### src/rtl/meter_pkg.sv
// Shared types for the parking-meter controller: operation codes and pending-bit indices.
// Latency: none (package only).
// Backpressure: none (package only).
package meter_pkg;

    // Operation reported on op_code; the numeric value is visible on the port.
    typedef enum logic [2:0] {
        OP_IDLE  = 3'd0,
        OP_LOAD1 = 3'd1,
        OP_LOAD0 = 3'd2,
        OP_TICK  = 3'd3,
        OP_INC   = 3'd4,
        OP_DEC   = 3'd5,
        OP_DBL   = 3'd6,
        OP_HALF  = 3'd7
    } op_e;

    // Pending-bit indices; a lower index means higher arbitration priority.
    localparam int NUM_SRC = 7;
    localparam int PI_P1   = 0;
    localparam int PI_P0   = 1;
    localparam int PI_TK   = 2;
    localparam int PI_UP   = 3;
    localparam int PI_DN   = 4;
    localparam int PI_LF   = 5;
    localparam int PI_RT   = 6;

    // Pending index i services operation code i+1.
    function automatic op_e src_op(input int idx);
        return op_e'(3'(idx + 1));
    endfunction

endpackage

### src/rtl/input_debounce.sv
// Synchronises one raw board input, debounces it with a stable-count filter, emits a rising-edge pulse.
// Latency: 2 sync cycles + DEBOUNCE_CYC stable cycles, then a registered one-cycle rise pulse.
// Backpressure: none; the pulse is emitted unconditionally.
module input_debounce #(
    parameter int DEBOUNCE_CYC = 1_000_000
) (
    input  logic clk,
    input  logic rst_n,
    input  logic raw,
    output logic rise
);

    localparam int CW = $clog2(DEBOUNCE_CYC + 1);

    logic          sync_a;
    logic          sync_b;
    logic          level;
    logic [CW-1:0] stable_cnt;
    logic          accept;

    // The new level is accepted on the DEBOUNCE_CYC-th consecutive cycle it differs from the held level.
    assign accept = (sync_b != level) && (stable_cnt == CW'(DEBOUNCE_CYC - 1));

    // Two-flop synchroniser for the asynchronous raw input.
    always_ff @(posedge clk or negedge rst_n) begin
        if (!rst_n) begin
            sync_a <= 1'b0;
            sync_b <= 1'b0;
        end else begin
            sync_a <= raw;
            sync_b <= sync_a;
        end
    end

    // Stable counter, debounced level and rising-edge pulse.
    always_ff @(posedge clk or negedge rst_n) begin
        if (!rst_n) begin
            stable_cnt <= '0;
            level      <= 1'b0;
            rise       <= 1'b0;
        end else begin
            if (sync_b == level || accept) begin
                stable_cnt <= '0;
            end else begin
                stable_cnt <= stable_cnt + CW'(1);
            end
            if (accept) begin
                level <= sync_b;
            end
            rise <= accept & sync_b;
        end
    end

endmodule

### src/rtl/meter_ctrl.sv
// Parking-meter sequencer: queues debounced presses and the 1 s tick, applies one op per cycle to t_meter.
// Latency: pending bit to t_meter update is 1 cycle, plus 1 cycle per higher-priority bit pending.
// Backpressure: none; repeat edges on an already-pending source merge into the one pending bit.
module meter_ctrl
    import meter_pkg::*;
#(
    parameter int CLK_HZ       = 100_000_000,
    parameter int DEBOUNCE_CYC = 1_000_000,
    parameter int TICK_CYC     = CLK_HZ,
    parameter int MAX_TIME     = 9999,
    parameter int PRESET0      = 10,
    parameter int PRESET1      = 205
) (
    input  logic        clk,
    input  logic        rst_n,
    input  logic        btn_up,
    input  logic        btn_down,
    input  logic        btn_left,
    input  logic        btn_right,
    input  logic        sw0,
    input  logic        sw1,
    output logic [15:0] t_meter,
    output logic        op_valid,
    output logic [2:0]  op_code,
    output logic        expired,
    output logic        busy
);

    localparam int          TW    = $clog2(TICK_CYC + 1);
    localparam logic [15:0] MAX_T = 16'(MAX_TIME);

    logic [NUM_SRC-1:0] set_vec;
    logic [NUM_SRC-1:0] pend;
    logic [NUM_SRC-1:0] pend_next;
    logic [NUM_SRC-1:0] grant;
    op_e                sel_op;
    logic [TW-1:0]      tick_cnt;
    logic               tick_fire;
    logic [15:0]        t_next;
    logic [16:0]        t_dbl;

    input_debounce #(.DEBOUNCE_CYC(DEBOUNCE_CYC)) u_db_sw1 (.clk(clk), .rst_n(rst_n), .raw(sw1),       .rise(set_vec[PI_P1]));
    input_debounce #(.DEBOUNCE_CYC(DEBOUNCE_CYC)) u_db_sw0 (.clk(clk), .rst_n(rst_n), .raw(sw0),       .rise(set_vec[PI_P0]));
    input_debounce #(.DEBOUNCE_CYC(DEBOUNCE_CYC)) u_db_up  (.clk(clk), .rst_n(rst_n), .raw(btn_up),    .rise(set_vec[PI_UP]));
    input_debounce #(.DEBOUNCE_CYC(DEBOUNCE_CYC)) u_db_dn  (.clk(clk), .rst_n(rst_n), .raw(btn_down),  .rise(set_vec[PI_DN]));
    input_debounce #(.DEBOUNCE_CYC(DEBOUNCE_CYC)) u_db_lf  (.clk(clk), .rst_n(rst_n), .raw(btn_left),  .rise(set_vec[PI_LF]));
    input_debounce #(.DEBOUNCE_CYC(DEBOUNCE_CYC)) u_db_rt  (.clk(clk), .rst_n(rst_n), .raw(btn_right), .rise(set_vec[PI_RT]));

    // Tick source joins the pending set alongside the debounced edges.
    assign tick_fire       = (tick_cnt == TW'(TICK_CYC - 1));
    assign set_vec[PI_TK]  = tick_fire;

    // Free-running countdown tick: first TK pending lands TICK_CYC cycles after reset release.
    always_ff @(posedge clk or negedge rst_n) begin
        if (!rst_n) begin
            tick_cnt <= '0;
        end else if (tick_fire) begin
            tick_cnt <= '0;
        end else begin
            tick_cnt <= tick_cnt + TW'(1);
        end
    end

    // Fixed-priority arbiter: the lowest set index wins (scan runs high to low so the last hit sticks).
    always_comb begin
        grant  = '0;
        sel_op = OP_IDLE;
        for (int i = NUM_SRC - 1; i >= 0; i--) begin
            if (pend[i]) begin
                grant  = NUM_SRC'(1) << i;
                sel_op = src_op(i);
            end
        end
    end

    // A new edge wins over the service clear, so nothing arriving during service is dropped.
    assign pend_next = (pend & ~grant) | set_vec;

    // Meter datapath; doubling is formed in 17 bits so the ceiling compare cannot wrap.
    assign t_dbl = {t_meter, 1'b0};

    always_comb begin
        t_next = t_meter;
        case (sel_op)
            OP_LOAD1: t_next = 16'(PRESET1);
            OP_LOAD0: t_next = 16'(PRESET0);
            OP_TICK,
            OP_DEC:   t_next = (t_meter != 16'd0) ? t_meter - 16'd1 : t_meter;
            OP_INC:   t_next = (t_meter >= MAX_T) ? MAX_T : t_meter + 16'd1;
            OP_DBL:   t_next = (t_dbl > {1'b0, MAX_T}) ? MAX_T : t_dbl[15:0];
            OP_HALF:  t_next = t_meter >> 1;
            default:  t_next = t_meter;
        endcase
    end

    // Pending set, meter value and status flags all update together.
    always_ff @(posedge clk or negedge rst_n) begin
        if (!rst_n) begin
            pend     <= '0;
            t_meter  <= 16'd0;
            op_valid <= 1'b0;
            op_code  <= OP_IDLE;
            expired  <= 1'b1;
            busy     <= 1'b0;
        end else begin
            pend     <= pend_next;
            t_meter  <= t_next;
            op_valid <= |pend;
            op_code  <= sel_op;
            expired  <= (t_next == 16'd0);
            busy     <= |pend_next;
        end
    end

endmodule

### config.mk
export PLATFORM = sky130hd
export DESIGN_NAME = meter_ctrl
export DESIGN_NICKNAME = d
export VERILOG_FILES = /design/src/rtl/meter_pkg.sv /design/src/rtl/input_debounce.sv /design/src/rtl/meter_ctrl.sv
export SDC_FILE = /design/constraint.sdc
export NUM_CORES = 1
export LEC_CHECK = 0
export ABC_AREA = 1
export CORE_ASPECT_RATIO = 1.75
export CORE_MARGIN = 2
export CORE_UTILIZATION = 56
export CTS_CLUSTER_DIAMETER = 120
export CTS_CLUSTER_SIZE = 14
export DETAILED_ROUTE_END_ITERATION = 8
export PLACE_DENSITY = 0.76
export RECOVER_POWER = 25
export SKIP_CTS_REPAIR_TIMING = 1
export SYNTH_ARGS = -nofsm -noshare
export SYNTH_HDL_FRONTEND = slang
export SYNTH_SLANG_ARGS = --single-unit
export TNS_END_PERCENT = 20
### constraint.sdc
create_clock -name clk -period 1.8 [get_ports clk]
set_input_delay 0.27 -clock clk [delete_from_list [all_inputs] [get_ports clk]]
set_output_delay 0.27 -clock clk [all_outputs]
set_load 0.01 [all_outputs]
==> flow_metrics.py <==
metrics = {
    "floorplan": {
        "start_util_pct": 56.61,
        "die_area_um2": 20970,
        "die_h_um": 190.1,
        "top_level_ports": 30,
        "fp-row-count": 68,
        "core_area_um2": 19570,
        "fp.dieW_um": 110.3,
    },
    "timing": {
        "fmax_mhz": 481.0,
        "slew_viol_final": 0,
        "fin_tns_setup_ps": -2108,
        "fin_crit_sh_pct": 115.5,
        "period_needed_ps": 2079,
        "skew_ps": 16.75,
        "relSlewSlack_pct": 3.995,
        "max_slew.worst_pin.slew_ps": 1440,
        "setup_viol": 22,
        "fin_ws_ps": -279.0,
        "fin_hold_ws_ps": 353.1,
        "hold_viol": 0,
        "rsz0062_at_grt": "yes",
    },
    "route": {
        "drt_iter0_drc": 764,
        "wl_per_cell_um": 16.32,
        "vias_per_cell": 5.569,
        "first_pass_iters": 7,
        "routed_wl_um": 31660,
        "drcViolationCount": 0,
        "ant_nets": 0,
        "via_count": 10804,
    },
    "global_routing": {
        "antenna_found_initial": 0,
        "gr-usage-all-layers_pct": 30.10,
        "grt-ovfl-total": 0,
        "grt_max_degree": 52,
        "grt_pass1_vias": 10626,
        "grt_pass1_wl_um": 48690,
    },
    "yosys": {
        "synth_compound_area_share_pct": 7.262,
        "ys_seq_area_share_pct": 45.19,
        "dominantRegCellSynth": "dfrtp_1",
        "synth-seq-cells": 200,
        "synth_mux_area_share_pct": 0,
        "synth_xor_area_share_pct": 3.953,
        "yosys_warnings": 0,
        "synth_top_family_by_area": "simple AND/OR/NAND/NOR gates",
        "synthTopCellsByArea": "dfrtp_1, nand2_1, nor2_1",
        "synth-edff-count": 0,
        "synthAdderAreaFrac_pct": 1.016,
        "ys_types": 47,
        "synth_nets": 1462,
        "syn_avg_cell_area_um2": 7.667,
        "syn_inst": 1445,
        "yosys.area.top_type": "dfrtp_1",
        "synthSimpleGateAreaFrac_pct": 33.95,
        "async_flop_share_pct": 100.0,
        "synth_top_area_share_pct": 44.95,
        "synth_area_um2": 11080,
    },
    "clock_tree": {
        "path_clk_slew_ps": 90,
        "cts_max_level": 4,
        "clkSinkCount": 200,
        "cts_buffer_depth": 2,
        "cts_tree": "yes",
        "root_buffer": "clkbuf_16",
        "numCtsBuffers": 17,
        "clock_latency_ps": 460,
    },
    "placed_design": {
        "hpwl_um": 21700,
        "portBuffers": 29,
        "dp_cells": 1870,
        "gp_congestion": 1.069,
    },
    "hold_path": {
        "hp-class": "reg2reg",
        "worstHoldPathCells": 0,
    },
    "setup_path": {
        "path_class": "reg2reg",
        "crit_path_end_kind": "flip-flop",
        "r2r_cells": 14,
        "critPathLaunchType": "flip-flop",
        "crit_arrival_ps": 2490,
        "crit_fanout": 4,
        "required_ps": 2210,
    },
    "cells_and_area": {
        "multiInputGateArea_um2": 5834,
        "ff_latch_area_um2": 5025,
        "syn_to_final_growth_pct": 32.53,
        "layout_common_cells": "nand2_1, inv_1, nor2_1",
        "layout-drive-gt1-share_pct": 27.85,
        "fill_cells": 1393,
        "antennaDiodeCount": 0,
        "fin_cells": 1940,
        "layout_commonest_cell": "nand2_1",
        "num-nets-final": 1699,
    },
    "power_and_ir_drop": {
        "power.static_leakage_nw": 7.261,
        "powerDensity_nw_per_um2": 605.8,
        "irDropWorstVdd_uv": 888.1,
    },
    "job": {
        "max-cap-violations": 0,
    },
    "status": {
        "status": "finished, violations left",
        "failed_checks": "negative setup slack",
    },
}
report_power, final:
part           internal, mW  switching (mW)  leakage, nW
registers              4.53          0.0335         2.71
clock network          2.02            1.99        0.304
logic                 0.113           0.199         4.25
state kept, by name (all words and copies together) (netlist names), 3 cells and up:
name / cells
u_db_dn.stable_cnt: 20
op_code: 3
u_db_sw1.stable_cnt: 20
pend: 7
u_db_sw0.stable_cnt: 20
u_db_up.stable_cnt: 20
tick_cnt: 27
u_db_lf.stable_cnt: 20
u_db_rt.stable_cnt: 20
t_meter: 16
area by class of cell:
| class | count | area share, % |
|---|---|---|
| Clock buffer | 17 | 2.898 |
| Tap cell | 245 | 2.088 |
| Timing Repair Buffer | 241 | 14.21 |
| Sequential cell | 200 | 34.23 |
| Inverter | 213 | 5.463 |
| Clock inverter | 15 | 1.381 |
| Multi-Input combinational cell | 1009 | 39.74 |
logic make-up after synthesis:
group	count (synthesis)
flip-flops	200
AO/OA/AOI/OAI	147
XOR/XNOR	50
buffers and inverters	236
adder cells (fa/ha/maj)	9
AND/OR/NAND/NOR	803
critical path, stage by stage, from the launching register on:
cell	delay [ps]
dfrtp_1	470
nand2_1	160
nor2_4	50
buf_6	120
buf_4	120
nand3_2	90
buf_6	120
nand3_1	90
a21oi_2	180
nand3b_1	130
nor2_2	150
nand2_1	60
nor2_1	110
nand2_1	70
nor2_1	100
through the flow:
step	setup WS, ps	util (%)	instance area [µm²]	power [mW]
floorplan	-6.714	-	11100	4.755
global placement	-274.2	66.12	12940	4.929
detailed placement	-275.7	66.12	12940	4.942
CTS	-299.3	69.33	13570	8.930
global route	-386.5	75.03	14680	9.165
finish	-279.0	75.03	14680	8.894
final timing paths:
| kind | start | to | slack, ps |
|---|---|---|---|
| max reg2reg | t_meter[13] | expired | -280 |
| min reg2reg | u_db_lf.sync_a | u_db_lf.sync_b | 350 |
| max | t_meter[13] | expired | -280 |
| min | u_db_lf.sync_a | u_db_lf.sync_b | 350 |
| min in group asynchronous | rst_n | tick_cnt[19] | 690 |
| max in group asynchronous | rst_n | u_db_sw0.stable_cnt[16] | 90 |
Yosys cell counts (2+ instances only):
cell / n
a211oi_1: 2
a21oi_1: 68
a31oi_1: 5
and3_1: 2
buf_2: 11
buf_4: 3
buf_6: 6
clkbuf_1: 3
dfrtp_1: 199
ha_1: 9
inv_1: 206
inv_2: 7
nand2_1: 268
nand2_2: 5
nand2_4: 3
nand3_1: 95
nand3_2: 4
nand3b_1: 3
nand4_1: 51
nor2_1: 232
nor2_2: 14
nor2_4: 9
nor3_1: 70
nor3_2: 9
nor3b_1: 6
nor4_1: 21
nor4_2: 2
o211ai_1: 2
o21a_1: 9
o21ai_0: 47
o21ai_1: 4
o21ai_2: 2
o21bai_1: 5
or2_2: 2
xnor2_1: 16
xor2_1: 34
per-layer routing:
metal  routed length (µm)  part of all wire, %  track usage, %  vias to the layer above
met2                16570                   52           52.24                      349
met5                    0                    0               0                        -
met4                 2309                  7.3           20.29                        0
li1                     -                    -               -                     5155
met3                 1784                  5.6           7.091                      167
met1                11000                   35           31.36                     5133
No activity file was read; power rests on OpenSTA's default activity.
